`config.mk`:
```
export PLATFORM = sky130hd
export DESIGN_NAME = sfr_load_ctrl_flat
export DESIGN_NICKNAME = d
export VERILOG_FILES = /design/src/rtl/sfr_load_ctrl_if.sv /design/src/rtl/sfr_load_ctrl.sv /design/src/flat_wrapper.sv
export SDC_FILE = /design/constraint.sdc
export NUM_CORES = 1
export LEC_CHECK = 0
export CAP_MARGIN = 20
export CORE_MARGIN = 2
export CORE_UTILIZATION = 25
export CTS_BUF_LIST = sky130_fd_sc_hd__clkbuf_4 sky130_fd_sc_hd__clkbuf_8 sky130_fd_sc_hd__clkbuf_16
export DETAILED_ROUTE_END_ITERATION = 10
export PLACE_DENSITY = 0.57
export RECOVER_POWER = 50
export SLEW_MARGIN = 20
export SYNTH_ARGS = -nofsm -noshare
export SYNTH_HDL_FRONTEND = slang
export SYNTH_SLANG_ARGS = --single-unit
```
`constraint.sdc`:
```
create_clock -name clk -period 2.19 [get_ports clk]
set_input_delay 0.219 -clock clk [delete_from_list [all_inputs] [get_ports clk]]
set_output_delay 0.219 -clock clk [all_outputs]
set_load 0.01 [all_outputs]
```
`src/rtl/sfr_load_ctrl_if.sv`:
```
// Handshake and SFR-control bundle between a requester and the SFR load controller.
// The master drives the load request; the controller drives the SFR strobes and status.
interface sfr_load_ctrl_if #(
    parameter int SIZE = 32,
    parameter int CW   = 6
);
    logic            start;
    logic            abort;
    logic [SIZE-1:0] din;
    logic [CW-1:0]   nbits;
    logic            sfr_clr;
    logic            sfr_left;
    logic            sfr_incr;
    logic            busy;
    logic            done;

    modport master (
        output start, abort, din, nbits,
        input  sfr_clr, sfr_left, sfr_incr, busy, done
    );

    modport slave (
        input  start, abort, din, nbits,
        output sfr_clr, sfr_left, sfr_incr, busy, done
    );
endinterface

```
`src/rtl/sfr_load_ctrl.sv`:
```
// Moore FSM that loads a pattern into a shift/increment SFR, MSB first:
// clear, then for each bit shift left and, where the bit is 1, increment.
module sfr_load_ctrl #(
    parameter int SIZE = 32,
    parameter int CW   = 6
) (
    input  logic            clk,
    input  logic            clr,
    sfr_load_ctrl_if.slave  bus
);
    localparam int IW = (SIZE > 1) ? $clog2(SIZE) : 1;
    localparam logic [CW-1:0] NB_MAX  = CW'(SIZE);
    localparam logic [CW-1:0] NB_ONE  = CW'(1);
    localparam logic [CW-1:0] NB_ZERO = CW'(0);
    localparam logic [IW-1:0] IX_ONE  = IW'(1);
    localparam logic [IW-1:0] IX_ZERO = IW'(0);

    typedef enum logic [2:0] {
        ST_IDLE  = 3'd0,
        ST_CLEAR = 3'd1,
        ST_SHIFT = 3'd2,
        ST_INCR  = 3'd3,
        ST_DONE  = 3'd4
    } state_t;

    state_t          state_q, state_d;
    logic [SIZE-1:0] din_q, din_d;
    logic [CW-1:0]   nbits_q, nbits_d;
    logic [IW-1:0]   idx_q, idx_d;

    logic sfr_clr_s, sfr_left_s, sfr_incr_s, busy_s, done_s;
    logic in_load_s;

    // State and latched-request registers
    always_ff @(posedge clk or posedge clr) begin
        if (clr) begin
            state_q <= ST_IDLE;
            din_q   <= {SIZE{1'b0}};
            nbits_q <= NB_ZERO;
            idx_q   <= IX_ZERO;
        end else begin
            state_q <= state_d;
            din_q   <= din_d;
            nbits_q <= nbits_d;
            idx_q   <= idx_d;
        end
    end

    assign in_load_s = (state_q == ST_CLEAR) || (state_q == ST_SHIFT) || (state_q == ST_INCR);

    // Next-state and datapath-register logic
    always_comb begin
        state_d = state_q;
        din_d   = din_q;
        nbits_d = nbits_q;
        idx_d   = idx_q;
        case (state_q)
            ST_IDLE: begin
                if (bus.start) begin
                    state_d = ST_CLEAR;
                    din_d   = bus.din;
                    // Oversized requests saturate to the full SFR width
                    nbits_d = (bus.nbits > NB_MAX) ? NB_MAX : bus.nbits;
                end else begin
                    state_d = ST_IDLE;
                end
            end
            ST_CLEAR: begin
                if (nbits_q == NB_ZERO) begin
                    state_d = ST_DONE;
                end else begin
                    state_d = ST_SHIFT;
                    idx_d   = IW'(nbits_q - NB_ONE);
                end
            end
            ST_SHIFT: begin
                if (din_q[idx_q]) begin
                    state_d = ST_INCR;
                end else if (idx_q == IX_ZERO) begin
                    state_d = ST_DONE;
                end else begin
                    state_d = ST_SHIFT;
                    idx_d   = idx_q - IX_ONE;
                end
            end
            ST_INCR: begin
                if (idx_q == IX_ZERO) begin
                    state_d = ST_DONE;
                end else begin
                    state_d = ST_SHIFT;
                    idx_d   = idx_q - IX_ONE;
                end
            end
            ST_DONE: begin
                state_d = ST_IDLE;
            end
            default: begin
                state_d = ST_IDLE;
            end
        endcase
        // Cancel wins over every other transition, but only mid-load
        if (bus.abort && in_load_s) begin
            state_d = ST_IDLE;
        end else begin
            state_d = state_d;
        end
    end

    // Output decode from the registered state only
    always_comb begin
        sfr_clr_s  = 1'b0;
        sfr_left_s = 1'b0;
        sfr_incr_s = 1'b0;
        busy_s     = 1'b0;
        done_s     = 1'b0;
        case (state_q)
            ST_IDLE: begin
                busy_s = 1'b0;
            end
            ST_CLEAR: begin
                sfr_clr_s = 1'b1;
                busy_s    = 1'b1;
            end
            ST_SHIFT: begin
                sfr_left_s = 1'b1;
                busy_s     = 1'b1;
            end
            ST_INCR: begin
                sfr_incr_s = 1'b1;
                busy_s     = 1'b1;
            end
            ST_DONE: begin
                done_s = 1'b1;
            end
            default: begin
                busy_s = 1'b0;
            end
        endcase
    end

    assign bus.sfr_clr  = sfr_clr_s;
    assign bus.sfr_left = sfr_left_s;
    assign bus.sfr_incr = sfr_incr_s;
    assign bus.busy     = busy_s;
    assign bus.done     = done_s;
endmodule
```
`src/flat_wrapper.sv`:
```
// flat-port wrapper written by rule: the top's interface ports become plain ports
module sfr_load_ctrl_flat 
#(
    parameter int SIZE = 32,
    parameter int CW   = 6
)
  (clk, clr, bus_start, bus_abort, bus_din, bus_nbits, bus_sfr_clr, bus_sfr_left, bus_sfr_incr, bus_busy, bus_done);
  sfr_load_ctrl_if #(.SIZE(SIZE), .CW(CW)) bus_i ();
  input  logic clk;
  input  logic clr;
  input wire logic [$bits(bus_i.start)-1:0] bus_start;
  input wire logic [$bits(bus_i.abort)-1:0] bus_abort;
  input wire logic [$bits(bus_i.din)-1:0] bus_din;
  input wire logic [$bits(bus_i.nbits)-1:0] bus_nbits;
  output wire logic [$bits(bus_i.sfr_clr)-1:0] bus_sfr_clr;
  output wire logic [$bits(bus_i.sfr_left)-1:0] bus_sfr_left;
  output wire logic [$bits(bus_i.sfr_incr)-1:0] bus_sfr_incr;
  output wire logic [$bits(bus_i.busy)-1:0] bus_busy;
  output wire logic [$bits(bus_i.done)-1:0] bus_done;
  assign bus_i.start = bus_start;
  assign bus_i.abort = bus_abort;
  assign bus_i.din = bus_din;
  assign bus_i.nbits = bus_nbits;
  assign bus_sfr_clr = bus_i.sfr_clr;
  assign bus_sfr_left = bus_i.sfr_left;
  assign bus_sfr_incr = bus_i.sfr_incr;
  assign bus_busy = bus_i.busy;
  assign bus_done = bus_i.done;
  sfr_load_ctrl #(.SIZE(SIZE), .CW(CW)) u_core (.clk(clk), .clr(clr), .bus(bus_i));
endmodule
```
======== Word level (Yosys, flattened, before mapping) ========
Index checks and enable logic that the tools add are counted.
operators by class
  add/subtract/negate cells ............... 2
  multiplexer cells ....................... 18
  magnitude comparators ................... 2
  reductions and logical operators ........ 10
  eq/ne operators ......................... 6
operators by type and width
  operator                                                                number
  5-bit 2-to-1 mux                                                        3
  5-bit one-hot mux with 3 select lines                                   1
  3-bit 2-to-1 mux                                                        4
  3-bit one-hot mux with 4 select lines                                   1
  5-bit by 1-bit subtractor with 5-bit output (second input constant)     2
  1-bit 2-to-1 mux                                                        7
  3-bit by 2-bit equality test with 1-bit output (second input constant)  2
  6-bit greater-than comparator (second input constant)                   1
  6-bit zero test                                                         1
  5-bit by 6-bit < comparator with 1-bit output (second input constant)   1
  6-bit 2-to-1 mux                                                        1
  1-bit binary-select mux with 5-bit select                               1
  5-bit zero test                                                         1
  2-bit != test (second input constant)                                   2
  3-bit by 1-bit equality test with 1-bit output (second input constant)  1
  3-bit equality test (second input constant)                             1
  3-bit zero test                                                         1
  3-bit AND reduction                                                     1
  3-bit nonzero test                                                      1
  3-bit OR reduction                                                      1
  1-bit logical OR                                                        2
  2-bit AND reduction                                                     1
  1-bit logical AND                                                       1
storage, ports and cells
  register bits after elaboration ......... 46
  output and inout port bits .............. 5
  logic and storage cells ................. 42

======== Longest topological paths before layout ========
Gate-level depths: netlist of the first run.
  depth after elaboration ................. 5
  mapped depth ............................ 8

======== Least setup slack after synthesis of the first run ========
No wires, ideal clock.
  path kind ............................... register to register
  from .................................... register u_core.idx_q[1]
  to ...................................... register u_core.idx_q[0]
  path buffers ............................ 1
  period minus slack after synthesis ...... 2191 ps
  stages on the path, launching flop included .. 8
  required time ........................... 2065 ps
  arrival ................................. 2065 ps
  library setup time ...................... 125 ps
  slack ................................... -1 ps
  cells stage by stage .................... dfrtp_1 -> buf_1 -> mux4_2 -> a22oi_2 -> o41ai_2 -> o31ai_4 -> nand2b_4 -> mux2_4
on the way
  cells in the longest elaborated chain, start to end .. 4
RTL lines
  what                                                                                                  line                                                           RTL
  start: declaration                                                                                    sfr_load_ctrl.sv:29                                            logic [IW-1:0] idx_q, idx_d;
  start signal: assignment                                                                              sfr_load_ctrl.sv:45                                            idx_q <= idx_d;
  1-bit binary-select mux with 5-bit select / 5-bit zero test (equally long branches)                   sfr_load_ctrl.sv:77, sfr_load_ctrl.sv:79, sfr_load_ctrl.sv:87
  1-bit 2-to-1 mux (implied by the code) / 5-bit 2-to-1 mux (equally long branches)                     n/a
  2-bit != test (no source line) / 5-bit 2-to-1 mux (equally long branches)                             n/a
  3-bit AND reduction (no source line) / 5-bit one-hot mux with 3 select lines (equally long branches)  n/a
Parallel ways exist; a longest one is shown, timed or not. The select of a mux whose other input is x is not followed.
A chain may end at the register's enable or synchronous reset.

======== Worst setup path after layout of the first run ========
  from .................................... register u_core.idx_q[0]
  to ...................................... register u_core.state_q[2]
on the way
  cells in the longest elaborated chain, start to end .. 5
RTL lines
  what                                                                                 line                                                           RTL
  1-bit binary-select mux with 5-bit select / 5-bit zero test (equally long branches)  sfr_load_ctrl.sv:77, sfr_load_ctrl.sv:79, sfr_load_ctrl.sv:87
  1-bit 2-to-1 mux (implied by the code) / 3-bit 2-to-1 mux (equally long branches)    sfr_load_ctrl.sv:77, sfr_load_ctrl.sv:79, sfr_load_ctrl.sv:87
  3-bit 2-to-1 mux                                                                     sfr_load_ctrl.sv:77                                            if (din_q[idx_q]) begin
  3-bit one-hot mux with 4 select lines (*)                                            sfr_load_ctrl.sv:57                                            case (state_q)
  3-bit 2-to-1 mux (*)                                                                 sfr_load_ctrl.sv:102                                           if (bus.abort && in_load_s) begin
  net u_core.state_d[2]                                                                sfr_load_ctrl.sv:26                                            state_t state_q, state_d;
  end signal: assignment                                                               sfr_load_ctrl.sv:42                                            state_q <= state_d;
  end: declaration                                                                     sfr_load_ctrl.sv:26
The timed path passes the listed nets; every way through them passes the cells marked *. The select of a mux whose other input is x is not followed.

==> metrics, run 1 <==
status complete, but fails checks; violated checks negative setup slack; Rows 36; Detailed Place HPWL 4.247 mm; register area share after synthesis 46.44%; post-synth cell types 50; 1st-iter DRT viols 68; crit path max-delay cell type mux4_2; largest family of logic cells by synthesized area multiplexers; Mean Syn Cell Area 11.80 µm²; first-pass GRT wire length 9.404 mm; CP max FO 8; power per cell area 1407 nW/µm²; vias in the first global route 1856; Worst Clk Skew 4.613 ps; area of the mapped netlist 2479 µm²; Root Buffer clkbuf_8; Ports 47; Final #Nets 312; Post-synth EDFFs 0; Cell Area, Placed 3201 µm²; # port buffers 46; #FFs+latches synth 46; CP arrival 2410 ps; P_leak 1.322 nW; TritonCTS clock tree done; initial antenna violation count 0; final setup fails 1; via count 1852; Longest Clk Path Bufs 2; Syn Inst Count 210; Final WS setup -23.20 ps; Routed Antenna Nets 0; Pwr Total 0.004638 W; clk slew on worst S/H paths 80 ps; WL per Instance 13.99 µm; Synth async-reset ratio 100.0%; Main synth FF type dfrtp_1; fin crit share 101.1%; net count after synthesis 253; Die Span Y 103.6 µm; final wirelength 5.624 mm; Syn-to-layout area delta 33.01%; Worst-Margin Slew 708.1 ps; fin util 34.04%; Max stage delay on crit path 520 ps; mux cell area share after synthesis 24.58%; VDD IR max 0.0004007 V; H-tree Lvls 2; total CTS buffers 5; GR Overflow Total 0; pin count of the biggest net entering global routing 28; critical path class register to register; Total Routing Usage GR 10.90%; yosys warns 0; CP required 2380 ps; fin area 3297 µm²; Diodes inserted 0; drt first pass iters 4; die area 10730 µm²; RSZ-0062 raised after global routing yes; Post-Synth Simple-Gate Area 10.45%; HP Class input port to async pin; gpl congestion 0.8325; CP cell instances buf_12 > mux4_2 > o22ai_2 > o32ai_1 > or4_1 > a2111oi_4; Rel. slew slack 52.50%; Post-route DRC 0; Adder-Cell Fraction of Synth Area 0.5048%; Starting Density 25.59%; DR vias/cell 4.607; clk_lat worst skew 290 ps; Hold WS 398.8 ps; max cap viols 0; flop2flop setup slack -20 ps; TritonCTS Sinks 46; die width 103.6 µm; share of cells above drive strength 1 29.37%; Fmax 0.4518 GHz; fin. max-slew vios 0; xor/xnor cell area share of the yosys netlist 0%; startpoint types register; clock period minus worst slack 2213 ps; Compound-Gate Fraction of Synth Area 13.58%; crit end category register; final count of hold timing violations 0; core region area 9684 µm²
==> report_power, final <==
part           leakage, nW  switching, W  internal (W)
Sequential           0.548      0.000315       0.00128
Clock               0.0438      0.000279      0.000215
Combinational        0.730       0.00115       0.00140
Total                 1.32       0.00175       0.00289
==> cell type report <==
| class | count | area (µm²) |
|---|---|---|
| sequential | 46 | 1152 |
| inverter | 12 | 45.04 |
| clock inverter | 2 | 10.01 |
| multi-input combinational | 139 | 1237 |
| timing repair buffer | 65 | 616.8 |
| clock buffer | 5 | 68.82 |
| tap | 133 | 166.4 |
| fill | 987 | 6387 |
==> Yosys cell counts, types with 3 or more instances <==
library cell / number / share of area [%]
a21oi_1: 5 / 1.0
nor2_1: 15 / 2.3
o21ai_0: 8 / 1.6
mux4_2: 4 / 3.6
nor2b_1: 3 / 0.76
inv_1: 12 / 1.8
nand2_1: 7 / 1.1
nand3_1: 4 / 0.81
clkbuf_1: 9 / 1.4
dfrtp_1: 46 / 46
nand3b_1: 5 / 1.5
mux2_2: 37 / 17
nand2b_1: 3 / 0.76
mux2i_1: 5 / 2.0
or4_1: 3 / 0.91
==> logic make-up (layout without fill, tap and decap cells) <==
logic type      after synthesis  count (layout)
compound gates               40              40
fa+ha+maj                     1               1
buf+inv                      25              84
flops                        46              46
mux                          50              50
simple gates                 48              48
==> what timing repair did <==
item | CTS | global route
pin swaps | 2 | 0
gates resized for setup | 0 | 3
buffers inserted | 2 | 0
hold buffers | 0 | 0
gates cloned | 0 | 0
endpoints found under the setup margin | 6 | 8
==> per-layer routing <==
metal | track usage [%] | up-vias | wire [µm]
met5 | 0 | - | 0
met4 | 2.896 | 0 | 47
met3 | 2.895 | 5 | 266
met2 | 16.41 | 41 | 2441
met1 | 15.52 | 916 | 2869
li1 | - | 890 | -
==> per-stage QoR <==
step	setup TNS [ps]	worst slack [ps]	instances
final	-23.20	-23.20	402
after floorplan	0	79.05	210
after global placement	0	3.153	393
after detailed placement	-115.2	-66.24	393
after CTS	-30.25	-30.25	402
after global routing	-548.7	-116.1	402
==> cell usage in the layout, fill, tap and decap left out, types with 3 or more instances in the layout <==
cell type	n
buf_4	16
nand2b_1	3
nand2_1	7
o21ai_0	8
mux2_2	37
inv_1	11
nor2_1	14
a21oi_1	5
dfrtp_1	45
nor2b_1	3
clkbuf_8	5
clkdlybuf4s50_1	45
mux4_2	4
or4_1	3
nand3b_1	5
nand3_1	4
mux2i_1	5
==> worst paths after layout <==
check,start,endpoint,cells after the start
setup / recovery,u_core.idx_q[0]$_DFFE_PP0P_,u_core.state_q[2]$_DFF_PP0_,6
hold / removal,clr,u_core.din_q[1]$_DFFE_PP0P_,2
setup reg to reg,u_core.idx_q[0]$_DFFE_PP0P_,u_core.state_q[2]$_DFF_PP0_,6
hold reg to reg,u_core.din_q[3]$_DFFE_PP0P_,u_core.din_q[3]$_DFFE_PP0P_,1
max in group asynchronous,clr,u_core.idx_q[4]$_DFFE_PP0P_,3
min in group clk,bus_nbits[4],u_core.nbits_q[4]$_DFFE_PP0P_,3
==> flip-flops by register name (all words and copies together) (netlist names) <==
signal	flops
u_core.din_q	32
u_core.state_q	3
u_core.nbits_q	6
u_core.idx_q	5
==> critical path: cells and delay by family (launching register included) <==
family	cells	cell delay (ps)
AO/OA/AOI/OAI	3	590
AND/OR/NAND/NOR	1	480
buffers and inverters	1	140
multiplexers	1	520
flip-flops	1	390
Power figures use the tool's default switching activity.
==> run 2, diff against run 1 <==
--- a/config.mk
+++ b/config.mk
@@ -7,10 +7,10 @@
 export LEC_CHECK = 0
 export CAP_MARGIN = 20
 export CORE_MARGIN = 2
-export CORE_UTILIZATION = 25
+export CORE_UTILIZATION = 47
 export CTS_BUF_LIST = sky130_fd_sc_hd__clkbuf_4 sky130_fd_sc_hd__clkbuf_8 sky130_fd_sc_hd__clkbuf_16
 export DETAILED_ROUTE_END_ITERATION = 10
-export PLACE_DENSITY = 0.57
+export PLACE_DENSITY = 0.87
 export RECOVER_POWER = 50
 export SLEW_MARGIN = 20
 export SYNTH_ARGS = -nofsm -noshare
==> constraint.sdc (replaced) <==
create_clock -name clk -period 1.85 [get_ports clk]
set_input_delay 0.185 -clock clk [delete_from_list [all_inputs] [get_ports clk]]
set_output_delay 0.185 -clock clk [all_outputs]
set_load 0.01 [all_outputs]
==> run 2 against run 1 <==
The run still ends with negative setup slack left. Hold slack worse by 84 ps. Register-to-register slack worse by 370 ps. Power is 27% higher. Wire length is 1.7% lower. Via count is 2.2% higher. Core utilization is 32 points higher. Clock skew is 5.1 ps higher. Worst setup slack worse by 370 ps. Global-route usage is 9.0 points higher.
==> metrics, run 2 (synthesis gave the netlist of run 1 again) <==
status complete, but fails checks (unchanged); violated checks negative setup slack (unchanged); Starting Density 48.53% (was 25.59%); GR Overflow Total 0 (unchanged); CP required 2050 ps (was 2380 ps); drt first pass iters 4 (unchanged); Root Buffer clkbuf_8 (unchanged); fin area 3358 µm² (was 3297 µm²); vias in the first global route 1893 (was 1856); commonest non-fill, non-tap cell in the layout dfrtp_1; via count 1892 (was 1852); initial antenna violation count 0 (unchanged); TritonCTS clock tree done (unchanged); Worst Clk Skew 9.726 ps (was 4.613 ps); Ports 47 (unchanged); WP buf/inv 0 (was 1); Die Span Y 76.62 µm (was 103.6 µm); Post-route DRC 0 (unchanged); # hold bufs at CTS 0 (unchanged); Hold WS 314.9 ps (was 398.8 ps); Top reg by flops u_core.din_q (unchanged); Fmax 0.4466 GHz (was 0.4518 GHz); Max stage delay on crit path 570 ps (was 520 ps); crit path max-delay cell type mux4_2 (unchanged); CP max FO 7 (was 8); Cell Area, Placed 3189 µm² (was 3201 µm²); Rows 26 (was 36); Diodes inserted 0 (unchanged); met3 WL post-DR 201 µm (was 266 µm); startpoint types register (unchanged); final wirelength 5.528 mm (was 5.624 mm); Syn-to-layout area delta 35.49% (was 33.01%); M1 WL 2.468 mm (was 2.869 mm); Final WS setup -389.2 ps (was -23.20 ps); max cap viols 0 (unchanged); core region area 5107 µm² (was 9684 µm²); 1st-iter DRT viols 171 (was 68); TritonCTS Sinks 46 (unchanged); # port buffers 46 (unchanged); die area 5871 µm² (was 10730 µm²); setup TNS -2510 ps (was -23.20 ps); die width 76.62 µm (was 103.6 µm); WL per Instance 15.79 µm (was 13.99 µm); P_leak 1.434 nW (was 1.322 nW); total CTS buffers 5 (unchanged); crit end category register (unchanged); top routing layer used met4 (unchanged); Routed Antenna Nets 0 (unchanged); Largest regs u_core.din_q (32), u_core.nbits_q (6), u_core.idx_q (5) (unchanged); Rel. slew slack 52.03% (was 52.50%); first-pass GRT wire length 9.163 mm (was 9.404 mm); most frequent cells in the layout dfrtp_1 (45), clkdlybuf4s50_1 (41), mux2_2 (37) (was clkdlybuf4s50_1 (45), dfrtp_1 (45), mux2_2 (37)); fin. max-slew vios 0 (unchanged); final count of hold timing violations 0 (unchanged); power per cell area 1756 nW/µm² (was 1407 nW/µm²); pin count of the biggest net entering global routing 36 (was 28); clk slew on worst S/H paths 90 ps (was 80 ps); final setup fails 8 (was 1); VDD IR max 0.0008921 V (was 0.0004007 V); length of routed met2 wiring 2.760 mm (was 2.441 mm); Detailed Place HPWL 3.976 mm (was 4.247 mm); fin crit share 121.0% (was 101.1%); critical path class register to register (unchanged); HP Class input port to async pin (unchanged); H-tree Lvls 2 (unchanged); DR vias/cell 5.406 (was 4.607); max FFs per register 32 (unchanged); clk_lat worst skew 300 ps (was 290 ps); Total Routing Usage GR 19.88% (was 10.90%); CP arrival 2440 ps (was 2410 ps); Pwr Total 0.005898 W (was 0.004638 W); clock period minus worst slack 2239 ps (was 2213 ps); Longest Clk Path Bufs 2 (unchanged); Final #Nets 322 (was 312); gpl congestion 0.9764 (was 0.8325); CP cell instances mux4_2 > o22ai_4 > o32ai_2 > or4_1 > a2111oi_2 (was buf_12 > mux4_2 > o22ai_2 > o32ai_1 > or4_1 > a2111oi_4); RSZ-0062 raised after global routing yes (unchanged); Worst-Margin Slew 719.5 ps (was 708.1 ps); share of cells above drive strength 1 33.93% (was 29.37%); CP delay by family, top compound AO/OA/AOI/OAI gates (unchanged)
==> run 2: worst register-to-register path: stages, from the launching register on <==
cell	delay (ps)
dfrtp_2	500
mux4_2	580
o22ai_4	230
o32ai_2	120
or4_1	430
a2111oi_2	300
==> run 2: power breakdown <==
| part | total (W) | switching (W) | internal (W) |
|---|---|---|---|
| logic | 0.00338 | 0.00153 | 0.00185 |
| clock network | 0.000649 | 0.000332 | 0.000316 |
| registers | 0.00187 | 0.000351 | 0.00151 |
==> run 2: cell type report <==
cell class / count / area (µm²)
Fill cell: 393 / 1749
Multi-Input combinational cell: 139 / 1276
Sequential cell: 46 / 1152
Timing Repair Buffer: 75 / 701.9
Clock buffer: 7 / 90.09
Tap cell: 70 / 87.58
Inverter: 12 / 45.04
Clock inverter: 1 / 5.005
==> run 2: routing by layer <==
layer / track usage (%) / vias to the layer above
met5: 0 / -
li1: - / 911
met2: 32.04 / 40
met3: 4.502 / 11
met4: 7.818 / 0
met1: 26.14 / 930
==> run 2: through the flow <==
stage | setup slack [ps] | utilization (%) | instances
final | -389.2 | 65.75 | 350
after global routing | -482.4 | 65.75 | 350
after floorplan | -251.3 | - | 210
after CTS | -379.0 | 64.82 | 348
after detailed placement | -548.2 | 62.44 | 339
after global placement | -480.0 | 62.44 | 339
==> run 2: worst paths after layout <==
kind,from,endpoint,slack (ps),cells after the start
setup reg to reg,u_core.idx_q[0]$_DFFE_PP0P_,u_core.state_q[2]$_DFF_PP0_,-390,5
hold reg to reg,u_core.din_q[20]$_DFFE_PP0P_,u_core.din_q[20]$_DFFE_PP0P_,510,1
hold / removal,clr,u_core.din_q[10]$_DFFE_PP0P_,310,2
min in group clk,bus_nbits[0],u_core.nbits_q[0]$_DFFE_PP0P_,470,3
max in group asynchronous,clr,u_core.idx_q[0]$_DFFE_PP0P_,430,3
setup / recovery,u_core.idx_q[0]$_DFFE_PP0P_,u_core.state_q[2]$_DFF_PP0_,-390,5
==> run 2: timing repair <==
item	CTS	global route
setup endpoints to repair	11	11
pin swaps	3	0
buffers inserted	1	2
gates resized for setup	6	9
hold endpoints to repair	0	0
==> run 3, diff against run 2 <==
--- a/config.mk
+++ b/config.mk
@@ -12,7 +12,6 @@
 export DETAILED_ROUTE_END_ITERATION = 10
 export PLACE_DENSITY = 0.87
 export RECOVER_POWER = 50
-export SLEW_MARGIN = 20
 export SYNTH_ARGS = -nofsm -noshare
 export SYNTH_HDL_FRONTEND = slang
 export SYNTH_SLANG_ARGS = --single-unit
==> results of run 3 <==
The final DEF is identical to that of run 2; final timing and power are the same.
